### config.mk
export PLATFORM = sky130hd
export DESIGN_NAME = beh_shifter_param
export DESIGN_NICKNAME = d
export VERILOG_FILES = /design/src/rtl/beh_shifter_param.sv
export SDC_FILE = /design/constraint.sdc
export NUM_CORES = 1
export LEC_CHECK = 0
export CORE_MARGIN = 2
export CORE_UTILIZATION = 45
export DETAILED_ROUTE_END_ITERATION = 12
export PLACE_DENSITY = 0.71
export SETUP_SLACK_MARGIN = 0.5
export SYNTH_ARGS = -nofsm -noshare
export SYNTH_HDL_FRONTEND = slang
export SYNTH_SLANG_ARGS = --single-unit
### constraint.sdc
create_clock -name clk -period 2.3 [get_ports clk]
set_input_delay 0.575 -clock clk [delete_from_list [all_inputs] [get_ports clk]]
set_output_delay 0.575 -clock clk [all_outputs]
set_load 0.05 [all_outputs]
### src/rtl/beh_shifter_param.sv
// beh_shifter_param: parametrised delay line / circular buffer.
//
// A WIDTH-bit, DEPTH-stage register chain with a valid bit per stage. The chain
// can shift in new words, rotate its contents, hold, or clear. A runtime tap
// selects which stage drives the output, and a counter tracks how many stages
// hold valid words.
//
// Parameters:
//   WIDTH  data word width (>= 1)
//   DEPTH  number of register stages (>= 2)
//   TAP_W  width of tap and fill (derived, do not override)
//
// Ports:
//   clk       clock, all state updates on the rising edge
//   rst       asynchronous active-low reset, clears all state
//   en        global enable, 0 holds every register regardless of mode
//   mode      00 shift-in, 01 rotate, 10 hold, 11 synchronous clear
//   din       word entering stage 1 in shift mode
//   din_vld   valid tag for din
//   tap       output stage select 1..DEPTH (0 or >DEPTH selects DEPTH)
//   qout      data of the selected stage
//   qout_vld  valid bit of the selected stage
//   fill      number of stages holding valid data, 0..DEPTH
//   full      fill == DEPTH
module beh_shifter_param #(
    parameter int unsigned WIDTH = 8,
    parameter int unsigned DEPTH = 4,
    parameter int unsigned TAP_W = $clog2(DEPTH + 1)
) (
    input  logic             clk,
    input  logic             rst,
    input  logic             en,
    input  logic [1:0]       mode,
    input  logic [WIDTH-1:0] din,
    input  logic             din_vld,
    input  logic [TAP_W-1:0] tap,
    output logic [WIDTH-1:0] qout,
    output logic             qout_vld,
    output logic [TAP_W-1:0] fill,
    output logic             full
);

    localparam logic [1:0] ModeShift  = 2'b00;
    localparam logic [1:0] ModeRotate = 2'b01;
    localparam logic [1:0] ModeHold   = 2'b10;
    localparam logic [1:0] ModeClear  = 2'b11;

    // Index 0 is stage 1 (input end), index DEPTH-1 is stage DEPTH (oldest).
    logic [WIDTH-1:0] stage_q [DEPTH];
    logic [WIDTH-1:0] stage_d [DEPTH];
    logic [DEPTH-1:0] vld_q;
    logic [DEPTH-1:0] vld_d;
    logic [TAP_W-1:0] fill_q;
    logic [TAP_W-1:0] fill_d;
    logic [TAP_W-1:0] tap_sel;

    // Next-state logic.
    always_comb begin
        stage_d = stage_q;
        vld_d   = vld_q;
        fill_d  = fill_q;
        if (en) begin
            case (mode)
                ModeShift: begin
                    stage_d[0] = din;
                    vld_d[0]   = din_vld;
                    for (int i = 1; i < int'(DEPTH); i++) begin
                        stage_d[i] = stage_q[i-1];
                        vld_d[i]   = vld_q[i-1];
                    end
                    // fill >= vld[DEPTH] always holds, so this never underflows,
                    // and a full chain with din_vld=1 loses one word as it gains one.
                    fill_d = fill_q + TAP_W'(din_vld) - TAP_W'(vld_q[DEPTH-1]);
                end
                ModeRotate: begin
                    stage_d[0] = stage_q[DEPTH-1];
                    vld_d[0]   = vld_q[DEPTH-1];
                    for (int i = 1; i < int'(DEPTH); i++) begin
                        stage_d[i] = stage_q[i-1];
                        vld_d[i]   = vld_q[i-1];
                    end
                end
                ModeHold: begin
                end
                ModeClear: begin
                    for (int i = 0; i < int'(DEPTH); i++) begin
                        stage_d[i] = '0;
                    end
                    vld_d  = '0;
                    fill_d = '0;
                end
                default: begin
                end
            endcase
        end
    end

    always_ff @(posedge clk or negedge rst) begin
        if (!rst) begin
            for (int i = 0; i < int'(DEPTH); i++) begin
                stage_q[i] <= '0;
            end
            vld_q  <= '0;
            fill_q <= '0;
        end else begin
            for (int i = 0; i < int'(DEPTH); i++) begin
                stage_q[i] <= stage_d[i];
            end
            vld_q  <= vld_d;
            fill_q <= fill_d;
        end
    end

    // Output tap: out-of-range selects clamp to the last stage.
    always_comb begin
        tap_sel = tap;
        if (tap == '0 || tap > TAP_W'(DEPTH)) begin
            tap_sel = TAP_W'(DEPTH);
        end
    end

    always_comb begin
        qout     = stage_q[DEPTH-1];
        qout_vld = vld_q[DEPTH-1];
        for (int i = 0; i < int'(DEPTH); i++) begin
            if (tap_sel == TAP_W'(i + 1)) begin
                qout     = stage_q[i];
                qout_vld = vld_q[i];
            end
        end
    end

    assign fill = fill_q;
    assign full = (fill_q == TAP_W'(DEPTH));

endmodule

======== Word level (Yosys, flattened, before mapping) ========
Index checks and enable logic that the tools add are counted.
storage, ports and cells
  register bits ........................... 39
  output and inout bits ................... 13
  word-level logic and storage cells ...... 35
operators by class
  reductions and logical operators ........ 7
  magnitude comparators ................... 1
  muxes and demuxes ....................... 12
  add/sub/neg operators ................... 2
  equal/unequal tests ..................... 7
operators with widths
  operator            number
  $pmux 32 s3         1
  $mux 8              4
  $pmux 4 s3          1
  $eq 3x2->1 const B  2
  $eq 3x3->1 const B  2
  $pmux 3 s2          1
  $mux 1              4
  $reduce_and 2->1    2
  $add 3x1->3         1
  $eq 3x1->1 const B  1
  $gt 3x3->1 const B  1
  $logic_not 3->1     1
  $mux 3              1
  $reduce_bool 3->1   1
  $sub 3x1->3         1
  $eq 2x1->1 const B  1
  $eq 2x2->1 const B  1
  $logic_not 2->1     1
  $reduce_bool 2->1   1
  $logic_or 1x1->1    1

======== Logic depth before layout (Yosys ltp) ========
Gate-level depths: netlist of the first run.
  word-level depth ........................ 8
  depth in mapped cells ................... 10
  mapped depth without buffers ............ 10

======== Worst setup path before layout of the first run ========
OpenSTA, ideal clock, no wires.
  path type ............................... input to output
  from .................................... input tap[0]
  to ...................................... output qout[0]
  arrival time ............................ 2.481 ns
  path buffers ............................ 1
  slack ................................... -0.756 ns
  stages on the path ...................... 7
  cells stage by stage .................... or2_2 ha_1 nand2b_1 buf_4 xnor2_2 a21oi_1 o21ai_1
on the way
  cells in the longest elaborated chain, start to end .. 8
  elaborated cells on any way between the ends .. 12
RTL lines
  what                                                  RTL line  source
  start: declaration                                    36        input logic [TAP_W-1:0] tap,
  $gt 3x3->1 / $logic_not 3->1 (equally long branches)  117       if (tap == '0 || tap > TAP_W'(DEPTH)) begin
  $logic_or 1x1->1                                      117
  $mux 3 (*)                                            117
  $eq 3x1->1                                            126       if (tap_sel == TAP_W'(i + 1)) begin
  $mux 8 (3 in a row)                                   126
  $mux 8 (*)                                            126
  end: declaration                                      37        output logic [WIDTH-1:0] qout,
Every way passes the cells marked *; elsewhere a longest branch is shown, timed or not.

======== Worst setup path in the final report of the first run ========
  from .................................... input tap[0]
  to ...................................... output qout[1]
The elaborated chain is that of the path after synthesis.

==> impl_metrics.py, run 1 <==
metrics = {
    "sta": {
        "setup_viol_count_final": 9,
        "finalHoldViolations": 0,
        "worstMarginPinSlew_ns": 0.581,
        "fmaxAchievable_mhz": 374,
        "setup_tns_ns": -3.21,
        "slew-limit-headroom_pct": 61.2,
        "fin_skew_ns": 0.0135,
        "fin_crit_sh_pct": 116,
        "fin_ws_ns": -0.372,
        "holdWs_ns": 0.511,
        "rsz0062_at_grt": "true",
        "final.min_clock_period_ns": 2.67,
        "slew_violations": 0,
    },
    "worst_hold_path": {
        "worst_hold_path_type": "reg -> reg",
        "worstHoldStart": "stage_q[20]",
    },
    "worst_setup_path": {
        "cpMostUsedCell": "buf_6",
        "slowest_delay_ns": 0.30,
        "slowest_stage": "nor3_4",
        "worst_setup_path_end_kind": "output pin",
        "r2r_start": "fill[0]",
        "cp-start-kind": "primary input",
        "cp_top_family": "simple AND/OR/NAND/NOR gates",
        "cp_max_fo": 4,
        "crit_type": "in -> out",
        "crit_buf_inv": 3,
        "arrival_ns": 2.10,
        "required_ns": 1.73,
        "crit_start": "tap[0]",
        "crit_chain": "buf_6 -> or2_4 -> ha_4 -> nand2b_4 -> nor3_4 -> buf_6 -> nand2_4 -> o21ai_4 -> buf_12",
    },
    "clocking": {
        "h-tree-depth": 2,
        "clock_path_buffers": 2,
        "cts_root_buffer": "clkbuf_8",
        "cts_made_buffers": 5,
        "cts_tree": "done",
        "path_clk_slew_ns": 0.09,
        "cts_sinks": 39,
        "cts_hold_buf": 0,
        "clock_latency_ns": 0.30,
    },
    "run_status": {
        "violations": "negative setup slack",
        "outcome": "finished, violations left",
    },
    "synthesis": {
        "synth.avg_cell_area_um2": 10.3,
        "synth_edf_count": 0,
        "synthesis.nets": 219,
        "syn_area_mm2": 0.00201,
        "netlist_instances": 195,
        "synth.distinct_cells": 30,
        "ys.flop_type": "dfrtp_1",
        "synth-seq-cells": 39,
        "yosysWarnings": 0,
        "yosysSeqAreaShare_pct": 48.6,
        "async_flop_share_pct": 100,
    },
    "global_route": {
        "antenna_found_initial": 0,
        "grt_pass1_vias": 1812,
        "grtUsageTotal_pct": 22.4,
        "grt_max_degree": 26,
        "grt_pass1_wl_mm": 8.89,
        "overflow": 0,
    },
    "power": {
        "seq_power_share_pct": 37.2,
        "peakVddDrop_uv": 526,
        "switching_power_w": 0.000893,
        "swShare_pct": 36.0,
        "power_frac_comb_pct": 39.5,
        "pwr_density_cell_mw_per_mm2": 803,
        "clock_power_share_pct": 23.3,
        "power.leakage_nw": 1.42,
        "internal_power_w": 0.00159,
    },
    "floorplan": {
        "coreArea_mm2": 0.00432,
        "die_y_um": 70.8,
        "boundaryPins": 30,
        "fp.dieW_um": 70.8,
        "std_cell_rows": 24,
        "start_util_pct": 46.4,
        "dieArea_mm2": 0.00501,
    },
    "cells_and_area": {
        "multiInputGateArea_mm2": 0.00124,
        "drive_gt1_share_pct": 44.9,
        "n_antenna_cell": 0,
        "utilization_pct": 71.4,
        "seqCellArea_um2": 980,
        "fillers": 310,
        "area_growth_pct": 53.8,
        "num-nets-final": 270,
    },
    "placement": {
        "hpwl_mm": 3.47,
        "io_buffers": 29,
        "gp_congestion": 0.747,
    },
    "detailed_routing": {
        "routedWlPerCell_um": 17.4,
        "drcViolationCount": 0,
        "drt_iter0_markers": 110,
        "postRouteAntennaNets": 0,
        "drtPass1Iterations": 4,
        "via_per_inst": 5.74,
        "wl_mm": 5.22,
        "routed-via-count": 1715,
    },
    "job": {
        "cap_viol_max_count": 0,
    },
}
layout by cell type, fill, tap and decap left out, drive strengths merged, types with 2 or more instances in the layout:
master / synthesis / routed
a22oi: 6 / 6
clkdlybuf4s50: 0 / 10
clkbuf: 4 / 6
nor2b: 2 / 2
buf: 9 / 40
o21ai: 18 / 18
a22o: 27 / 27
o2bb2ai: 6 / 6
clkinv: 0 / 2
nand2: 29 / 29
a21oi: 17 / 17
ha: 6 / 6
nor3: 3 / 3
inv: 7 / 7
dlygate4sd2: 0 / 3
dfrtp: 39 / 39
nand2b: 4 / 4
nor3b: 10 / 10
xnor2: 2 / 2
flip-flops by register name (all words and copies together), names as in the netlist:
register  cells
fill          3
vld_q         4
stage_q      32
metal layers:
metal  track usage (%)  up-vias  part of all wire [%]
met1              28.7      838                    41
met4              8.18        0                   1.5
met2              37.7       59                    52
li1                  -      809                     -
met5                 0        -                     0
met3              4.56        9                   5.4
metrics by stage:
step | total power [W] | instances | setup WS (ns) | area [µm²]
after global routing | 0.00261 | 299 | -0.418 | 3090
after floorplan | 0.00150 | 195 | -0.256 | 2190
after CTS | 0.00248 | 298 | -0.373 | 3050
after detailed placement | 0.00184 | 285 | -0.802 | 2740
after global placement | 0.00182 | 285 | -0.728 | 2740
final | 0.00248 | 299 | -0.372 | 3090
area by class of cell:
| class | count | area share (%) |
|---|---|---|
| clock buffer | 5 | 2.23 |
| sequential | 39 | 31.7 |
| tap | 52 | 2.11 |
| timing repair buffer | 57 | 21.5 |
| clock inverter | 3 | 1.42 |
| inverter | 7 | 0.851 |
| multi-input combinational | 136 | 40.2 |
power by group through the flow:
| stage | sequential [W] | clock [W] | combinational, W |
|---|---|---|---|
| detailed placement | 0.000925 | 0 | 0.000916 |
| floorplan | 0.000975 | 0 | 0.000523 |
| finish | 0.000924 | 0.000577 | 0.000980 |
| global placement | 0.000918 | 0 | 0.000901 |
| global route | 0.000940 | 0.000622 | 0.00105 |
| CTS | 0.000916 | 0.000586 | 0.000975 |
synthesized netlist by cell type, types with 2 or more instances:
| cell type | n | area share, % |
|---|---|---|
| clkbuf_1 | 4 | 0.75 |
| nor3_1 | 2 | 0.50 |
| o21ai_1 | 16 | 4.0 |
| a22oi_1 | 6 | 2.2 |
| ha_1 | 6 | 3.7 |
| buf_6 | 3 | 1.7 |
| inv_1 | 6 | 1.1 |
| nor3b_1 | 10 | 3.7 |
| o21ai_0 | 2 | 0.50 |
| buf_2 | 5 | 1.2 |
| a22o_1 | 27 | 12 |
| a21oi_1 | 16 | 4.0 |
| dfrtp_1 | 39 | 49 |
| nand2_1 | 29 | 5.4 |
| o2bb2ai_1 | 6 | 2.6 |
| nand2b_1 | 4 | 1.2 |
path summary, 6_finish.rpt:
kind                                     to  slack, ns  cells past startpoint
worst min register to register  stage_q[12]       0.51                      1
worst max register to register      fill[2]       0.53                     10
worst max-delay path                qout[1]      -0.37                      9
worst min-delay path            stage_q[12]       0.51                      1
min in group asynchronous       stage_q[12]       0.64                      1
max in group asynchronous       stage_q[13]       0.99                      2
repair_timing:
action / CTS / global route
buffers inserted: 4 / 1
gates cloned: 1 / 0
gates resized for setup: 59 / 10
setup endpoints to repair: 37 / 43
pin swaps: 18 / 7
cell families after synthesis:
logic type                 Yosys count  share of synthesized area [%]
xor gates and xnor gates             2                           1.25
and+or+nand+nor                     52                           13.8
adders and majority gates            7                           4.74
AOI/OAI and AO/OA                   75                           26.3
DFF                                 39                           48.6
buffers and inverters               20                           5.36
Power figures use the tool's default switching activity.
==> run 2, diff against run 1 <==
--- a/config.mk
+++ b/config.mk
@@ -5,6 +5,7 @@
 export SDC_FILE = /design/constraint.sdc
 export NUM_CORES = 1
 export LEC_CHECK = 0
+export CAP_MARGIN = 40
 export CORE_MARGIN = 2
 export CORE_UTILIZATION = 45
 export DETAILED_ROUTE_END_ITERATION = 12
==> results of run 2 <==
Same layout as run 1: the final DEF is identical, and so are final timing and power.
